File: config.mk
export PLATFORM = sky130hd
export DESIGN_NAME = rom_loader
export DESIGN_NICKNAME = d
export VERILOG_FILES = /design/src/rtl/rom_loader_pkg.sv /design/src/rtl/rom_loader_be_word_serializer.sv /design/src/rtl/rom_loader.sv
export SDC_FILE = /design/constraint.sdc
export NUM_CORES = 1
export LEC_CHECK = 0
export CORE_MARGIN = 5
export CORE_UTILIZATION = 55
export DETAILED_ROUTE_END_ITERATION = 8
export GPL_TIMING_DRIVEN = 0
export PLACE_DENSITY = 0.78
export SKIP_CTS_REPAIR_TIMING = 1
export SYNTH_ARGS = -nofsm -noshare
export SYNTH_HDL_FRONTEND = slang
export SYNTH_SLANG_ARGS = --single-unit
File: constraint.sdc
create_clock -name clk -period 6 [get_ports clk]
set_clock_uncertainty 0.2 [all_clocks]
set_input_delay 1.2 -clock clk [delete_from_list [all_inputs] [get_ports clk]]
set_output_delay 1.2 -clock clk [all_outputs]
set_load 0.05 [all_outputs]
File: src/rtl/rom_loader_pkg.sv
// Shared types and helpers for the instruction ROM loader.
// Optional feature macro used by rom_loader: ROM_LOADER_CHECKSUM_EN.
package rom_loader_pkg;

    typedef enum logic [1:0] {
        IDLE,
        ACCEPT,
        WRITE,
        DONE
    } state_t;

    localparam int BYTES_PER_WORD = 4;

    // Big-endian byte select: idx 0 is the most significant byte.
    function automatic logic [7:0] be_byte(input logic [31:0] w, input logic [1:0] idx);
        logic [7:0] b;
        case (idx)
            2'd0:    b = w[31:24];
            2'd1:    b = w[23:16];
            2'd2:    b = w[15:8];
            default: b = w[7:0];
        endcase
        return b;
    endfunction

    // True when all four bytes starting at p land inside a memory of 'depth' bytes.
    // Computed in 33 bits so that an address range wrapping past 2^32 is rejected.
    function automatic logic word_fits(input logic [31:0] p, input int unsigned depth);
        logic [32:0] end_addr;
        end_addr = {1'b0, p} + 33'd3;
        return end_addr < {1'b0, depth};
    endfunction

endpackage

File: src/rtl/rom_loader_be_word_serializer.sv
// Holds one 32-bit word and emits it as four registered byte writes,
// most significant byte first. A new load may land on the fourth byte
// cycle so consecutive words stream without a gap.
module be_word_serializer
    import rom_loader_pkg::*;
(
    input  logic        clk,
    input  logic        rst_n,
    input  logic        load,
    input  logic [31:0] word_in,
    output logic [1:0]  idx,
    output logic [7:0]  mem_data,
    output logic        mem_wr_n
);

    logic [31:0] word_q;
    logic        active;

    // Word storage; only meaningful while active, so it needs no reset.
    always_ff @(posedge clk) begin
        if (load) begin
            word_q <= word_in;
        end
    end

    // Byte counter and registered write-port outputs.
    always_ff @(posedge clk or negedge rst_n) begin
        if (!rst_n) begin
            active   <= 1'b0;
            idx      <= 2'd0;
            mem_data <= 8'h00;
            mem_wr_n <= 1'b1;
        end else if (load) begin
            active   <= 1'b1;
            idx      <= 2'd0;
            mem_data <= be_byte(word_in, 2'd0);
            mem_wr_n <= 1'b0;
        end else if (active) begin
            if (idx == 2'd3) begin
                active   <= 1'b0;
                mem_wr_n <= 1'b1;
            end else begin
                idx      <= idx + 2'd1;
                mem_data <= be_byte(word_q, idx + 2'd1);
            end
        end
    end

endmodule

File: src/rtl/rom_loader.sv
// Streams 32-bit instruction words into a byte-wide instruction memory,
// big-endian, one byte per clock. Holds the load FSM, the write pointer
// and the alignment/range checks; byte sequencing is in be_word_serializer.
// Optional macro ROM_LOADER_CHECKSUM_EN adds a 32-bit sum of written words.
module rom_loader
    import rom_loader_pkg::*;
#(
    parameter int unsigned DEPTH = 100
)
(
    input  logic        clk,
    input  logic        rst_n,
    input  logic        start,
    input  logic [31:0] base_addr,
    input  logic        word_valid,
    input  logic [31:0] word_data,
    input  logic        word_last,
    output logic        word_ready,
    output logic        mem_wr_n,
    output logic [31:0] mem_addr,
    output logic [7:0]  mem_data,
    output logic        busy,
    output logic        done,
    output logic        err
`ifdef ROM_LOADER_CHECKSUM_EN
    ,
    output logic [31:0] checksum
`endif
);

    state_t      state, state_d;
    logic [31:0] ptr, ptr_next, word_base;
    logic        last_q;
    logic        hs, load, ptr_load, ptr_inc, err_set, err_clr, ready_d;
    logic [1:0]  idx;

    assign hs        = word_valid && word_ready;
    assign ptr_next  = ptr + 32'(BYTES_PER_WORD);
    // A word accepted on the last byte cycle lands at the already-advanced pointer.
    assign word_base = (state == WRITE) ? ptr_next : ptr;
    // Ready is asserted in ACCEPT, and one cycle early on the final byte of a
    // non-last word so the next word can overlap it.
    assign ready_d   = (state_d == ACCEPT) || (state == WRITE && idx == 2'd2 && !last_q);

    // Next-state and control strobes.
    always_comb begin
        state_d  = state;
        load     = 1'b0;
        ptr_load = 1'b0;
        ptr_inc  = 1'b0;
        err_set  = 1'b0;
        err_clr  = 1'b0;
        case (state)
            IDLE: begin
                if (start) begin
                    if (base_addr[1:0] != 2'b00) begin
                        err_set = 1'b1;
                        state_d = DONE;
                    end else begin
                        err_clr  = 1'b1;
                        ptr_load = 1'b1;
                        state_d  = ACCEPT;
                    end
                end
            end
            ACCEPT: begin
                if (hs) begin
                    if (word_fits(ptr, DEPTH)) begin
                        load    = 1'b1;
                        state_d = WRITE;
                    end else begin
                        err_set = 1'b1;
                        state_d = DONE;
                    end
                end
            end
            WRITE: begin
                if (idx == 2'd3) begin
                    ptr_inc = 1'b1;
                    if (last_q) begin
                        state_d = DONE;
                    end else if (hs) begin
                        if (word_fits(ptr_next, DEPTH)) begin
                            load    = 1'b1;
                            state_d = WRITE;
                        end else begin
                            err_set = 1'b1;
                            state_d = DONE;
                        end
                    end else begin
                        state_d = ACCEPT;
                    end
                end
            end
            DONE: begin
                state_d = IDLE;
            end
            default: begin
                state_d = IDLE;
            end
        endcase
    end

    // State register and registered status/handshake outputs.
    always_ff @(posedge clk or negedge rst_n) begin
        if (!rst_n) begin
            state      <= IDLE;
            word_ready <= 1'b0;
            busy       <= 1'b0;
            done       <= 1'b0;
        end else begin
            state      <= state_d;
            word_ready <= ready_d;
            busy       <= (state_d != IDLE);
            done       <= (state_d == DONE);
        end
    end

    // Sticky error, write pointer and latched last flag.
    always_ff @(posedge clk or negedge rst_n) begin
        if (!rst_n) begin
            err    <= 1'b0;
            ptr    <= 32'd0;
            last_q <= 1'b0;
        end else begin
            if (err_set) begin
                err <= 1'b1;
            end else if (err_clr) begin
                err <= 1'b0;
            end
            if (ptr_load) begin
                ptr <= base_addr;
            end else if (ptr_inc) begin
                ptr <= ptr_next;
            end
            if (load) begin
                last_q <= word_last;
            end
        end
    end

    // Byte address: word base on the first byte, then one step per byte.
    always_ff @(posedge clk or negedge rst_n) begin
        if (!rst_n) begin
            mem_addr <= 32'd0;
        end else if (load) begin
            mem_addr <= word_base;
        end else if (state == WRITE && idx != 2'd3) begin
            mem_addr <= mem_addr + 32'd1;
        end
    end

`ifdef ROM_LOADER_CHECKSUM_EN
    // Running sum of every word that passes the range check.
    always_ff @(posedge clk or negedge rst_n) begin
        if (!rst_n) begin
            checksum <= 32'd0;
        end else if (state == IDLE && start) begin
            checksum <= 32'd0;
        end else if (load) begin
            checksum <= checksum + word_data;
        end
    end
`endif

    be_word_serializer u_ser (
        .clk      (clk),
        .rst_n    (rst_n),
        .load     (load),
        .word_in  (word_data),
        .idx      (idx),
        .mem_data (mem_data),
        .mem_wr_n (mem_wr_n)
    );

endmodule

=== Yosys cells after proc, flatten, opt, wreduce, memory -nomap -nowiden ===
Index checks and enable logic that the tools add are counted.

* RAM bits: 0
* Word-level logic and storage cells: 98
* Bits in latches: 0
* Memories: 0
* Output and inout port bits: 45
* Input bits: 69
* Flip-flop bits (word level): 115
* Bits in read-only memories: 0

* Divide/modulo/power cells: 0
* Muxes and demuxes: 50
* Bitwise logic cells: 0
* Magnitude comparators: 2
* $add $sub $neg: 5
* Equality and inequality tests: 11
* $mul: 0
* Shift operators: 0
* Reductions and logical operators: 17

{| class="wikitable"
|+ Operator list
! cell !! count
|-
| 2-to-1 mux 32 bit || 5
|-
| adder 32 x 2 -> 33 bit, second input constant || 2
|-
| less-than comparator 33 x 7 -> 1 bit, second input constant || 2
|-
| adder 32 x 1 -> 32 bit, second input constant || 1
|-
| adder 32 x 3 -> 32 bit, second input constant || 1
|-
| 2-to-1 mux 1 bit || 29
|-
| 2-to-1 mux 8 bit || 3
|-
| case mux 8 bit (3 select lines) || 1
|-
| 2-to-1 mux 2 bit || 9
|-
| nonzero test 2 bit || 7
|-
| == test 2 bit, second input constant || 6
|-
| case mux 2 bit (4 select lines) || 1
|-
| == test 2 x 1 -> 1 bit, second input constant || 3
|-
| logical AND 1 bit || 4
|-
| logical NOT 2 bit || 2
|-
| != test 2 bit, second input constant || 2
|-
| AND reduction 2 bit || 2
|-
| case mux 1 bit (3 select lines) || 1
|-
| adder 2 x 1 -> 2 bit, second input constant || 1
|-
| case mux 1 bit (2 select lines) || 1
|-
| logical NOT 1 bit || 1
|-
| logical OR 1 bit || 1
|}

=== Logic depth before layout (Yosys ltp) ===
Gate-level depths: netlist (run 1).

* Word-level depth: 10
* Depth in mapped cells: 17
* Mapped depth without buffers: 14

=== Cells and area by module ===
From an unflattened synthesis (run 1), not the netlist that was laid out.

* Cells, all modules: 866
* Area total of the unflattened synthesis: 7608.5 µm²

{| class="wikitable"
|+ By module, submodules not included
! module !! times used !! area each (µm²) !! sequential area each (µm²) !! cells each
|-
| rom_loader || 1 || 5844.4 || 1776.7 || 748
|-
| be_word_serializer || 1 || 1764.2 || 1262.5 || 118
|}

=== Worst setup path after synthesis (run 1) ===
No wires, ideal clock.

* Path type: reg2reg
* From: register ptr[2]
* To: register u_ser.word_q[0], enable pin
* Data required time: 5470 ps
* Buffers on the path: 4
* Period minus slack after synthesis: 4244 ps
* Setup time: 330 ps
* Arrival: 3714 ps
* Slack: 1756 ps
* Cell stages (with the launch flop): 15
* Path through: dfrtp_1 ha_1 nand3_4 buf_2 or4_1 a222oi_1 nand4_2 nor3_2 a211oi_1 or3_1 nor4_1 o21a_1 buf_6 buf_8 buf_6

* Longest elaborated chain between the ends: 8
* Elaborated cells between the ends (all ways): 12
* Classes of those cells: add/sub (3); order compare (2); mux (7)

{| class="wikitable"
|+ RTL lines
! element !! line !! text
|-
| start, declared || rom_loader.sv:32 || <nowiki>logic [31:0] ptr, ptr_next, word_base;</nowiki>
|-
| start signal, assigned || rom_loader.sv:132 || <nowiki>ptr <= base_addr;</nowiki>
|-
| start signal, assigned || rom_loader.sv:134 || <nowiki>ptr <= ptr_next;</nowiki>
|-
| adder 32 x 3 -> 32 bit || rom_loader.sv:38 || <nowiki>assign ptr_next = ptr + 32'(BYTES_PER_WORD);</nowiki>
|-
| adder 32 x 2 -> 33 bit || rom_loader_pkg.sv:30 || <nowiki>end_addr = {1'b0, p} + 33'd3;</nowiki>
|-
| less-than comparator 33 x 7 -> 1 bit || rom_loader_pkg.sv:31 || <nowiki>return end_addr < {1'b0, depth};</nowiki>
|-
| 2-to-1 mux 1 bit || rom_loader.sv:83 || <nowiki>if (word_fits(ptr_next, DEPTH)) begin</nowiki>
|-
| 2-to-1 mux 1 bit || rom_loader.sv:82 || <nowiki>end else if (hs) begin</nowiki>
|-
| 2-to-1 mux 1 bit || rom_loader.sv:80 || <nowiki>if (last_q) begin</nowiki>
|-
| 2-to-1 mux 1 bit || rom_loader.sv:78 || <nowiki>if (idx == 2'd3) begin</nowiki>
|-
| case mux 1 bit (2 select lines) * || rom_loader.sv:53 || <nowiki>case (state)</nowiki>
|-
| via load || rom_loader.sv:34 || <nowiki>logic hs, load, ptr_load, ptr_inc, err_set, err_clr, ready_d;</nowiki>
|-
| end signal, assigned || rom_loader_be_word_serializer.sv:22 || <nowiki>word_q <= word_in;</nowiki>
|-
| end, declared || rom_loader_be_word_serializer.sv:16 || <nowiki>logic [31:0] word_q;</nowiki>
|}

Mark *: on every way through the listed nets, which the timed path passes. The rest lies on a longest branch.
A chain may end at the register's enable or synchronous reset.

=== Final worst setup path (run 1) ===
* From: register ptr[2]
* To: register u_ser.word_q[27], enable pin

The elaborated chain is that of the path after synthesis.

==> results of run 1 <==
## worst reg2reg max path, cell delays in order (launching register included)
cell and delay [ns]:
dfrtp_1 0.39, ha_1 0.36, nand3_4 0.14, buf_2 0.21, or4_1 0.45, a222oi_1 0.68, o211a_1 0.43, and3_1 0.23
a21oi_1 0.10, nor4_1 0.28, nand4_1 0.20, nor4_1 0.33, o21a_1 0.16, buf_6 0.16, buf_8 0.16, buf_6 0.33
## where the power goes
part           switching (mW)  total, mW  internal (mW)
clock network           0.386       1.04          0.655
registers               0.104       1.04          0.936
logic                   0.956       1.52          0.559
## state kept, by name, summed over array words and instances (netlist names)
signal	count
u_ser.idx	2
last_q	1
mem_addr	32
word_ready	1
u_ser.mem_data	8
u_ser.mem_wr_n	1
busy	1
state	2
done	1
ptr	32
err	1
u_ser.active	1
u_ser.word_q	32
## cells in the mapped netlist (3+ instances only)
cell        n  share of area, %
o21ai_0    57               3.8
and4_1      6              0.70
dfrtp_1    82                27
o31ai_1     5              0.50
o21a_1      5              0.50
nor4_1     11              0.92
a31oi_1     8              0.67
nor3_1     30               2.0
nor2_1    102               5.1
o22ai_1     9              0.75
a222oi_1   10               1.3
xor2_1     38               4.4
buf_2      14              0.93
inv_1      22               1.1
nor2b_1     4              0.33
mux2i_1     8               1.1
a21oi_1    34               2.3
nand2b_1    5              0.42
and3_1     15               1.3
and2_1      4              0.33
or4_1      10               1.0
nand4_1    25               2.1
nand3_1    27               1.8
xnor2_1    59               6.9
a21boi_0    3              0.30
o211ai_1    4              0.40
and4b_1     3              0.40
clkbuf_1   28               1.4
or3_1       6              0.50
mux2_2      8               1.2
edfxtp_1   32                13
buf_4       3              0.30
or2_2       6              0.50
buf_6       7               1.1
ha_1       12               2.0
mux2_1      4              0.60
nand2_1   102               5.1
## cells by family (layout without fill, tap and decap cells)
family | Yosys count | in the layout | share of synthesized area (%)
AO/OA/AOI/OAI | 158 | 158 | 13.1
adder cells (fa/ha/maj) | 12 | 12 | 2.00
flip-flops | 115 | 115 | 40.5
AND/OR/NAND/NOR | 374 | 374 | 25.0
multiplexers | 20 | 20 | 2.87
buffers and inverters | 78 | 224 | 5.15
XOR/XNOR | 97 | 97 | 11.3
## layer usage
layer | up-vias | part of all wire [%] | wire (um) | global-route usage, %
met5 | - | 0 | 0 | 0
met4 | 0 | 3.1 | 663 | 11.0
met3 | 59 | 5.9 | 1270 | 5.17
met2 | 290 | 49 | 10500 | 45.6
met1 | 3354 | 42 | 9030 | 33.7
li1 | 3328 | - | - | -
## worst max path at each step
stage                             to    from  cells after the start  slack [ns]
floorplan            u_ser.word_q[0]  ptr[2]                     14        1.76
global placement             ptr[25]   rst_n                      1        0.55
detailed placement  u_ser.word_q[19]  ptr[3]                     14        1.02
CTS                 u_ser.word_q[27]  ptr[2]                     15        0.99
global route        u_ser.word_q[20]  ptr[2]                     15        0.63
finish              u_ser.word_q[27]  ptr[2]                     15        0.83
## cell type report
type                            instances  area (sq um)  share of cell area (%)
Buffer                                 56           304                    3.20
Clock buffer                           17           425                    4.48
Clock inverter                         15           181                    1.91
Inverter                               22          82.6                   0.870
Multi-Input combinational cell        661          4080                    43.0
Sequential cell                       115          3040                    32.0
Tap cell                              176           220                    2.32
Timing Repair Buffer                  114          1160                    12.2
==> run_results.csv, run 1 <==
group,metric,value,unit
outcome,status,"finished clean",
routing,first_pass_iters,6,
final_layout,area_growth_syn_to_layout,26.5,%
floorplanning,fp.dieW,127,um
clocking,clock_sinks,115,
routing,via_per_inst,5.98,
routing,drt_wl_total,21500,um
clocking,clock-root-buffer,"clkbuf_16",
critical_path,path_cells,"ha_1, nand3_4, buf_2, or4_1, a222oi_1, o211a_1, and3_1, a21oi_1, nor4_1, nand4_1, nor4_1, o21a_1, buf_6, buf_8, buf_6",
final_layout,nFillCells,1044,
worst_hold_path,holdPathStages,2,
worst_hold_path,worstHoldStart,"u_ser.mem_wr_n",
place,port_buffers,113,
floorplanning,dieArea,0.0161,sq mm
timing,rsz0062_at_grt,"no",
timing,period_share,86.1,%
final_layout,final_cell_mix,"clkdlybuf4s50_1 (112), nand2_1 (102), nor2_1 (102)",
timing,max-slew-margin-rel,40.9,%
global_routing,grt_pass1_wl,34700,um
flow_run,max-cap-violations,0,
logic_synthesis,syn-mean-instance-area,8.78,sq um
worst_hold_path,hp-class,"reg2reg",
logic_synthesis,yosys_warnings,0,
floorplanning,fp.coreArea,0.0133,sq mm
final_layout,layout_commonest_cell,"clkdlybuf4s50_1",
critical_path,ff2ff_path_depth,15,
final_layout,final_core_util,71.4,%
global_routing,grt_pass1_vias,6949,
timing,tightest_slew,0.882,ns
critical_path,worstPathMaxFanout,41,
critical_path,crit_path_end_kind,"flip-flop",
power_and_ir_drop,leakagePower,3.53,nW
global_routing,antenna_found_initial,0,
global_routing,grtUsageTotal,26.9,%
critical_path,cp.arrival,5.05,ns
critical_path,crit_required,5.89,ns
critical_path,r2r_start,"ptr[2]",
timing,fin_tns_setup,0,ns
timing,final_hold_viol_count,0,
critical_path,slowest_delay,0.68,ns
clocking,clk_latency,0.43,ns
power_and_ir_drop,ir_worst_vdd,0.225,mV
critical_path,path_buf_inv,4,
critical_path,setup.worst_path.class,"reg2reg",
place,place_congestion,0.919,
floorplanning,ioPinCount,114,
logic_synthesis,syn_nets,935,
clocking,cts_tree,"yes",
timing,fin_ws,0.833,ns
clocking,cts_max_path_buffers,2,
routing,route.detailed.drc,0,
logic_synthesis,synth_edf_count,32,
final_layout,nets,1068,
final_layout,finish.instance_area,0.00949,sq mm
floorplanning,dieHeight,127,um
place,dpl.cell_count,1144,
place,hpwlAfterDp,15300,um
logic_synthesis,yosysSeqAreaShare,40.5,%
power_and_ir_drop,p_total,3.60,mW
final_layout,n_antenna_cell,0,
routing,wl_per_cell,18.3,um
critical_path,critical-path-slowest-cell,"a222oi_1",
logic_synthesis,syn_area,0.00750,sq mm
logic_synthesis,synth_cells,854,
timing,post-route-min-period,5.17,ns
timing,slew_viol_final,0,
logic_synthesis,synth.distinct_cells,71,
power_and_ir_drop,power_density,379,mW/mm^2
logic_synthesis,ys_seq_elements,115,
clocking,numCtsBuffers,17,
place,dpl-instance-area,0.00888,sq mm
floorplanning,start_util,56.4,%
logic_synthesis,synthFlopType,"dfrtp_1",
floorplanning,rows,42,
final_layout,drive_above_1_share,8.70,%
logic_synthesis,ys_async_sr_fraction,72.2,%
global_routing,grt_max_degree,58,
routing,vias,7031,
critical_path,regToRegEndpoint,"u_ser.word_q[27]",
timing,max_freq,194,MHz
critical_path,crit_family,"simple AND/OR/NAND/NOR gates",
clocking,htreeDepth,4,
critical_path,rrSetupSlack,0.83,ns
timing,finalSetupViolCount,0,
critical_path,start_kind,"flip-flop",
worst_hold_path,hold_path_end,"u_ser.mem_wr_n",
final_layout,layoutNonFillerInstCount,1176,
clocking,path_clk_slew,0.05,ns
timing,whs,0.321,ns
routing,ant_nets,0,
global_routing,overflow,0,
place,dpl_worst_slack,1.02,ns
routing,drtIter0Drc,664,
Power figures use the tool's default switching activity.
==> run 2: changes to the inputs <==
--- a/config.mk
+++ b/config.mk
@@ -11,6 +11,7 @@
 export GPL_TIMING_DRIVEN = 0
 export PLACE_DENSITY = 0.78
 export SKIP_CTS_REPAIR_TIMING = 1
+export SLEW_MARGIN = 15
 export SYNTH_ARGS = -nofsm -noshare
 export SYNTH_HDL_FRONTEND = slang
 export SYNTH_SLANG_ARGS = --single-unit
==> run 2 against run 1 <==
Sequential power barely moved. Register-to-register slack improved by 0.03 ns. Final cell count is the same. Non-clock buffer count unchanged. Critical path depth is 1 lower. Utilization hardly changed. Maximum frequency grew 0.55%. Die area stayed put. Largest power group unchanged. Setup slack better by 0.028 ns. Via count hardly changed. Largest cell class unchanged. Clock power is essentially flat. Flip-flop and latch count is the same.
==> run_results.csv, run 2 (same netlist as run 1, synthesis figures left out) <==
group,metric,value,unit
place,dpl-instance-area,0.00888,sq mm
final_layout,n_antenna_cell,0,
floorplanning,dieArea,0.0161,sq mm
floorplanning,dieHeight,127,um
global_routing,overflow,0,
routing,via_per_inst,5.98,
power_and_ir_drop,leakagePower,3.52,nW
global_routing,grt_pass1_wl,34500,um
final_layout,area_growth_syn_to_layout,26.5,%
global_routing,antenna_found_initial,0,
final_layout,final_cell_mix,"clkdlybuf4s50_1 (112), nand2_1 (102), nor2_1 (102)",
clocking,cts_tree,"yes",
timing,max_freq,195,MHz
flow_run,max-cap-violations,0,
critical_path,path_cells,"buf_2, nand3_1, nor4_2, buf_2, nand3_1, a21oi_1, nand4_1, or4b_1, nor4_1, and3_1, o21a_1, buf_6, buf_8, buf_6",
floorplanning,rows,42,
critical_path,cp.arrival,5.03,ns
clocking,clock_sinks,115,
final_layout,drive_above_1_share,8.80,%
power_and_ir_drop,power_density,379,mW/mm^2
routing,drtIter0Drc,696,
power_and_ir_drop,ir_worst_vdd,0.240,mV
global_routing,grt_pass1_vias,6896,
timing,period_share,85.6,%
outcome,status,"finished clean",
timing,post-route-min-period,5.14,ns
global_routing,grt_max_degree,58,
final_layout,reg.largest.list,"mem_addr (32), ptr (32), u_ser.word_q (32)",
global_routing,grtUsageTotal,26.8,%
worst_hold_path,hp-class,"reg2reg",
critical_path,worstPathMaxFanout,41,
place,place_congestion,0.919,
critical_path,crit_path_end_kind,"flip-flop",
timing,final_hold_viol_count,0,
place,port_buffers,113,
routing,wl_per_cell,18.2,um
routing,first_pass_iters,5,
critical_path,start_kind,"flip-flop",
critical_path,slowest_delay,0.56,ns
critical_path,crit_required,5.89,ns
place,hpwlAfterDp,15300,um
place,dpl_worst_slack,1.02,ns
routing,route.detailed.drc,0,
final_layout,nets,1068,
timing,fin_tns_setup,0,ns
routing,ant_nets,0,
timing,tightest_slew,0.919,ns
timing,fin_ws,0.862,ns
critical_path,critical-path-slowest-cell,"or4b_1",
floorplanning,ioPinCount,114,
floorplanning,fp.coreArea,0.0133,sq mm
timing,slew_viol_final,0,
final_layout,finish.instance_area,0.00949,sq mm
clocking,path_clk_slew,0.06,ns
clocking,cts_max_path_buffers,2,
final_layout,layout_commonest_cell,"clkdlybuf4s50_1",
clocking,clk_latency,0.43,ns
floorplanning,start_util,56.4,%
timing,finalSetupViolCount,0,
critical_path,setup.worst_path.class,"reg2reg",
floorplanning,fp.dieW,127,um
timing,rsz0062_at_grt,"no",
clocking,clock-root-buffer,"clkbuf_16",
routing,vias,7028,
routing,drt_wl_total,21400,um
clocking,htreeDepth,4,
clocking,numCtsBuffers,17,
timing,max-slew-margin-rel,38.4,%
run 2: changes by cell type in the layout (fill, tap and decap cells not counted):
cell,change
clkinv_4,-4
clkinvlp_4,+3
clkinv_1,-1
clkinv_2,+1
inv_6,+1
run 2: where the power goes:
part           total, mW  switching (mW)  leakage [nW]  internal (mW)
sequential          1.04           0.101          1.23          0.936
combinational       1.51           0.954          2.00          0.559
clock               1.05           0.395         0.286          0.654
total               3.60            1.45          3.52           2.15
run 2: area by class of cell:
class	instances	area, sq um
clock inverters	15	179
inverters	22	82.6
plain buffers	56	304
repair buffers	114	1160
multi-input cells	661	4080
flip-flops and latches	115	3040
fillers	1037	3810
clock buffers	17	425
well taps	176	220
run 2: critical path, delay by kind of cell, from the launching register on:
family          cells  cell delay, ns
compound gates      2            0.46
simple gates        7            2.60
buf+inv             5            1.15
flops               1            0.38
run 2: final timing paths:
path	to	from	slack, ns	cells past startpoint
hold reg to reg	u_ser.mem_wr_n	u_ser.active	0.32	2
hold / removal	u_ser.mem_wr_n	u_ser.active	0.32	2
setup reg to reg	u_ser.word_q[2]	ptr[3]	0.86	14
setup / recovery	u_ser.word_q[2]	ptr[3]	0.86	14
max in group asynchronous	u_ser.mem_wr_n	rst_n	4.47	2
min in group asynchronous	u_ser.mem_data[6]	rst_n	0.49	1
run 2: per-layer routing:
layer	track usage, %	vias to the layer above	share of wire (%)
li1	-	3313	-
met1	33.0	3336	41
met2	45.6	316	49
met3	5.84	63	7.1
met4	11.0	0	3.1
met5	0	-	0
run 2: through the flow:
step                      instances  utilization [%]  hold WS (ns)  power (mW)
final                          1176             71.4         0.319        3.60
after global routing           1176             71.4         0.375        3.80
after CTS                      1176             71.4         0.320        3.58
after detailed placement       1144             66.8         0.306        2.52
after global placement         1143             66.6         0.295        2.50
after floorplan                 854                -         0.275        2.11
